==> src/rtl/pipeline_ctrl.sv <==
// Hazard and latch-sequencing controller for the 5-stage pipeline.
// Optional perf counters are enabled by defining PIPELINE_CTRL_PERF_EN.
module pipeline_ctrl #(
    parameter int unsigned REGW  = 5,
    parameter int unsigned PERFW = 16
) (
    input  logic            CLK,
    input  logic            RST,
    input  logic            ihit,
    input  logic            dhit,
    input  logic            mem_dREN,
    input  logic            mem_dWEN,
    input  logic            mem_halt,
    input  logic            ex_dREN,
    input  logic [REGW-1:0] ex_regDst,
    input  logic [REGW-1:0] id_rs,
    input  logic [REGW-1:0] id_rt,
    input  logic            id_usesRt,
    input  logic            ex_brtaken,
    input  logic            ex_jump,
    output logic            pcen,
    output logic            ifid_en,
    output logic            ifid_flush,
    output logic            idex_en,
    output logic            idex_flush,
    output logic            exmem_en,
    output logic            exmem_flush,
    output logic            memwb_en,
    output logic            memwb_flush,
    output logic            halted,
    output logic            imemREN
`ifdef PIPELINE_CTRL_PERF_EN
    ,
    output logic [PERFW-1:0] stall_cnt,
    output logic [PERFW-1:0] flush_cnt,
    output logic [PERFW-1:0] dwait_cnt
`endif
);

    typedef enum logic [1:0] {StRun, StDmemWait, StDrain, StHalted} state_e;

    state_e state_q, state_d;
    logic   memreq, redirect, load_use;
    logic   ev_stall, ev_flush, ev_dwait;

    always_comb begin
        memreq   = mem_dREN | mem_dWEN;
        redirect = ex_brtaken | ex_jump;
        // Register 0 is hardwired, so a load targeting it never creates a hazard.
        load_use = ex_dREN && (ex_regDst != '0) &&
                   ((ex_regDst == id_rs) || (id_usesRt && (ex_regDst == id_rt)));
    end

    always_comb begin
        state_d     = state_q;
        pcen        = 1'b0;
        ifid_en     = 1'b0;
        ifid_flush  = 1'b0;
        idex_en     = 1'b0;
        idex_flush  = 1'b0;
        exmem_en    = 1'b0;
        exmem_flush = 1'b0;
        memwb_en    = 1'b0;
        memwb_flush = 1'b0;
        halted      = 1'b0;
        imemREN     = 1'b0;
        ev_stall    = 1'b0;
        ev_flush    = 1'b0;
        ev_dwait    = 1'b0;

        if (RST) begin
            state_d     = StRun;
            ifid_flush  = 1'b1;
            idex_flush  = 1'b1;
            exmem_flush = 1'b1;
            memwb_flush = 1'b1;
        end else begin
            unique case (state_q)
                StRun, StDmemWait: begin
                    imemREN = 1'b1;
                    if (mem_halt) begin
                        state_d     = StDrain;
                        ifid_flush  = 1'b1;
                        idex_flush  = 1'b1;
                        exmem_flush = 1'b1;
                        memwb_en    = 1'b1;
                    end else if (memreq && !dhit) begin
                        // Freeze everything upstream of MEM; bubble into WB.
                        state_d     = StDmemWait;
                        memwb_flush = 1'b1;
                        ev_dwait    = 1'b1;
                    end else begin
                        state_d  = StRun;
                        pcen     = 1'b1;
                        ifid_en  = 1'b1;
                        idex_en  = 1'b1;
                        exmem_en = 1'b1;
                        memwb_en = 1'b1;
                        if (redirect) begin
                            ifid_flush = 1'b1;
                            idex_flush = 1'b1;
                            ev_flush   = 1'b1;
                        end else begin
                            if (load_use) begin
                                pcen       = 1'b0;
                                ifid_en    = 1'b0;
                                idex_flush = 1'b1;
                                ev_stall   = 1'b1;
                            end
                            if (!ihit) begin
                                pcen       = 1'b0;
                                ifid_flush = 1'b1;
                            end
                        end
                    end
                end
                StDrain: begin
                    state_d     = StHalted;
                    ifid_flush  = 1'b1;
                    idex_flush  = 1'b1;
                    exmem_flush = 1'b1;
                    memwb_en    = 1'b1;
                end
                StHalted: begin
                    halted = 1'b1;
                end
                default: state_d = StRun;
            endcase
        end
    end

    always_ff @(posedge CLK) begin
        if (RST) begin
            state_q <= StRun;
        end else begin
            state_q <= state_d;
        end
    end

`ifdef PIPELINE_CTRL_PERF_EN
    // Event flags are only raised in RUN/DMEM_WAIT, so counters freeze once halted.
    always_ff @(posedge CLK) begin
        if (RST) begin
            stall_cnt <= '0;
            flush_cnt <= '0;
            dwait_cnt <= '0;
        end else begin
            if (ev_stall && (stall_cnt != '1)) stall_cnt <= stall_cnt + 1'b1;
            if (ev_flush && (flush_cnt != '1)) flush_cnt <= flush_cnt + 1'b1;
            if (ev_dwait && (dwait_cnt != '1)) dwait_cnt <= dwait_cnt + 1'b1;
        end
    end
`else
    logic unused_ev;
    assign unused_ev = ev_stall ^ ev_flush ^ ev_dwait;
`endif

endmodule

==> config.mk <==
export PLATFORM = sky130hd
export DESIGN_NAME = pipeline_ctrl
export DESIGN_NICKNAME = d
export VERILOG_FILES = /design/src/rtl/pipeline_ctrl.sv
export SDC_FILE = /design/constraint.sdc
export NUM_CORES = 1
export LEC_CHECK = 0
export ABC_AREA = 1
export ABC_CLOCK_PERIOD_IN_PS = 900
export CORE_MARGIN = 4
export CORE_UTILIZATION = 26
export CTS_CLUSTER_DIAMETER = 200
export CTS_CLUSTER_SIZE = 25
export DETAILED_ROUTE_END_ITERATION = 10
export PLACE_DENSITY_LB_ADDON = 0.15
export RECOVER_POWER = 50
export SLEW_MARGIN = 10
export SYNTH_ARGS = -nofsm -noshare
export SYNTH_HDL_FRONTEND = slang
export SYNTH_SLANG_ARGS = --single-unit
==> constraint.sdc <==
create_clock -name CLK -period 0.9 [get_ports CLK]
set_input_delay 0.18 -clock CLK [delete_from_list [all_inputs] [get_ports CLK]]
set_output_delay 0.18 -clock CLK [all_outputs]
set_load 0.01 [all_outputs]
==> out/metrics.csv <==
metric;value;unit
critical_path.endpoint;pcen;
route.final.wire_length;1410;um
worst-endpoint-required;0.72;ns
drive_above_1_share;47.1;%
preCtsSetupSlack;-1.16;ns
cts.sink_count;2;
post_synth.cell_area_avg;4.51;um2
postPlaceCellArea;840;um2
synth-adder-area-share;0;%
r2r_cells;4;
core_footprint;1370;um2
internal_power_of_the_cells;0.443;mW
power.clock.fraction;28.6;%
port_buffers;36;
synthesized_instance_count;88;
power_switching;0.224;mW
share_of_the_synthesized_area_in_compound_gates_ao_oa_aoi_oai;7.26;%
fmax;767;MHz
timing.rr.end;state_q[0];
unrepaired_setup_endpoints_after_global_routing;yes;
via_count;649;
diodes;0;
detail_route.vias_per_cell;4.24;
grt_pass1_wl;1930;um
grt_pass1_vias;558;
min_period_over_period;145;%
yosys.area_share.xor_xnor;2.21;%
synthMuxAreaShare;0;%
worst_path_fanout_max;3;
place.gp.congestion;0.794;
clock_pin_slew_on_the_worst_setup_and_hold_paths;0.03;ns
hp-class;primary input to flip-flop;
criticalPathCategory;primary input to primary output;
final_core_util;63.6;%
synth_top_family_by_area;simple AND/OR/NAND/NOR gates;
htree_levels;1;
finalSetupViolCount;11;
fin_skew;0.00208;ns
grt_util_all_layers;12.1;%
chipWidth;47.1;um
synth_warnings;0;
initial_standard_cell_utilization_of_the_core;29.0;%
status;finished with violations;
powerDensity;767;nW/um2
sequential_power_share;15.5;%
global_route.overflow_total;0;
num-fill-cells;160;
critPathLaunchType;primary input;
worstReg2RegStart;state_q[1];
grt_start_max_net_pins;7;
drt_pass1_iterations;4;
combinationalPowerShare;56.0;%
synth_nets;114;
synth_sequential_area_ratio;10.1;%
total_nets_final;166;
worst-r2r-setup-slack;0.02;ns
synth.top_cell.area_share;34.1;%
cap_viol_max_count;0;
final_layout_setup_total_negative_slack;-3.47;ns
failed_checks;setup timing;
drt_drc_violations_left;0;
fin_crit_period;1.30;ns
ctsHoldBuffers;0;
setup_crit_end_kind;primary output;
post_synth_and_or_nand_nor_area_fraction;60.6;%
final_hold_viol_count;0;
yosys_register_bits;2;
ys_top_cells_by_area;sky130_fd_sc_hd__nand2_1 (34%), sky130_fd_sc_hd__nor2_1 (18%), sky130_fd_sc_hd__inv_1 (13%), sky130_fd_sc_hd__dfxtp_1 (10%), sky130_fd_sc_hd__inv_2 (4.7%);
cp-startpoint;mem_dWEN;
largest_registers;state_q: 2 flops;
synth_area;397;um2
clock_tree_from_tritoncts;yes;
setup_slack;-0.403;ns
area.growth.synth_to_final;119;%
std_cell_rows;13;
yosys.area.top_type;sky130_fd_sc_hd__nand2_1;
finish.instance_area;870;um2
worst_ep_arrival_time;1.12;ns
yosys.cell_types.count;14;
slew-limit-headroom;84.0;%
largest_register;state_q;
power_switching_share;33.6;%
clk_latency;0.22;ns
cts_root_buffer;sky130_fd_sc_hd__clkbuf_4;
antenna_found_initial;0;
die_h;47.1;um
floorplan.die_area;2210;um2
max_reg_flops;2;
leakagePower;0.523;nW
clk_path_buf_depth;2;
wl_per_cell;9.20;um
numCtsBuffers;3;
worstMarginPinSlew;0.238;ns
boundaryPins;37;
slew_violations;0;
hp-start;dhit;
vdd_drop_max;593;uV
ant_nets;0;
dp_hpwl;1090;um
detailedRoute.firstIterationViolations;2;
## what timing repair did
item / in CTS / in global routing
endpoints found under the setup margin: 13 / 12
cloned: 0 / 0
setup buffers: 4 / 2
pin swaps: 22 / 18
resized for setup: 111 / 31
## kinds of logic (layout without fill, tap and decap cells)
kind of cell,count (synthesis),in the layout
simple gates,60,60
buf+inv,20,70
compound gates,5,5
flops,2,2
xor+xnor,1,1
## through the flow
stage	std cells	total power, mW	hold WS [ns]
3_3_place_gp	145	0.471	0.644
2_1_floorplan	88	0.243	0.241
4_1_cts	152	0.656	0.480
6_report	153	0.667	0.445
3_5_place_dp	145	0.476	0.654
5_1_grt	153	0.730	0.490
## power by group through the flow
stage / Combinational [mW] / Sequential (mW) / Clock [mW]
2_1_floorplan: 0.136 / 0.106 / 0
3_3_place_gp: 0.365 / 0.105 / 0
4_1_cts: 0.351 / 0.103 / 0.201
6_report: 0.373 / 0.103 / 0.191
5_1_grt: 0.414 / 0.104 / 0.212
3_5_place_dp: 0.370 / 0.106 / 0
## worst max-delay path: stages
cell and delay, ns:
sky130_fd_sc_hd__buf_6 0.10, sky130_fd_sc_hd__nor2_4 0.12, sky130_fd_sc_hd__nor2_4 0.06, sky130_fd_sc_hd__nor4_4 0.30, sky130_fd_sc_hd__nand2_1 0.12, sky130_fd_sc_hd__nor2_2 0.11, sky130_fd_sc_hd__buf_2 0.13
## cell type report
cell class / count / area, um2 / area share [%]
clock buffers: 3 / 22.5 / 2.59
multi-input cells: 66 / 337 / 38.7
well taps: 15 / 18.8 / 2.16
flip-flops and latches: 2 / 43.8 / 5.04
inverters: 19 / 71.3 / 8.20
repair buffers: 48 / 377 / 43.3
## placed cells by master (no fill, tap or decap), drive strengths merged
master | netlist | layout
nor2 | 19 | 19
dlygate4sd2 | 0 | 3
xnor2 | 1 | 1
dfxtp | 2 | 2
nand3 | 3 | 3
clkdlybuf4s50 | 0 | 1
dlymetal6s2s | 0 | 1
clkbuf | 0 | 11
clkdlybuf4s15 | 0 | 3
buf | 1 | 32
nor4 | 1 | 1
o21ai | 2 | 2
nand4 | 1 | 1
inv | 19 | 19
nand2 | 36 | 36
a21oi | 3 | 3
## cell usage after synthesis
cell	instances
sky130_fd_sc_hd__inv_1	14
sky130_fd_sc_hd__nand3_1	3
sky130_fd_sc_hd__inv_2	5
sky130_fd_sc_hd__nand2_1	36
sky130_fd_sc_hd__nand4_1	1
sky130_fd_sc_hd__nor2_1	19
sky130_fd_sc_hd__o21ai_0	1
sky130_fd_sc_hd__buf_4	1
sky130_fd_sc_hd__o21ai_1	1
sky130_fd_sc_hd__dfxtp_1	2
sky130_fd_sc_hd__xnor2_1	1
sky130_fd_sc_hd__a21oi_2	1
sky130_fd_sc_hd__a21oi_1	2
sky130_fd_sc_hd__nor4_2	1
## how the worst min path moves through the flow
| stage | to | slack [ns] | cells after the start |
|---|---|---|---|
| final | state_q[0] | 0.45 | 5 |
| after global routing | state_q[0] | 0.49 | 5 |
| after CTS | state_q[0] | 0.48 | 3 |
| after detailed placement | state_q[1] | 0.65 | 3 |
| after global placement | state_q[1] | 0.64 | 3 |
| after floorplan | state_q[1] | 0.24 | 1 |
## metal layers
metal	track usage, %	vias to the layer above	wire length (um)
met5	0	-	0
met4	6.63	0	16
met3	1.92	2	170
met2	22.0	27	675
met1	13.1	258	545
li1	-	362	-
(Power assumes the default switching activity.)
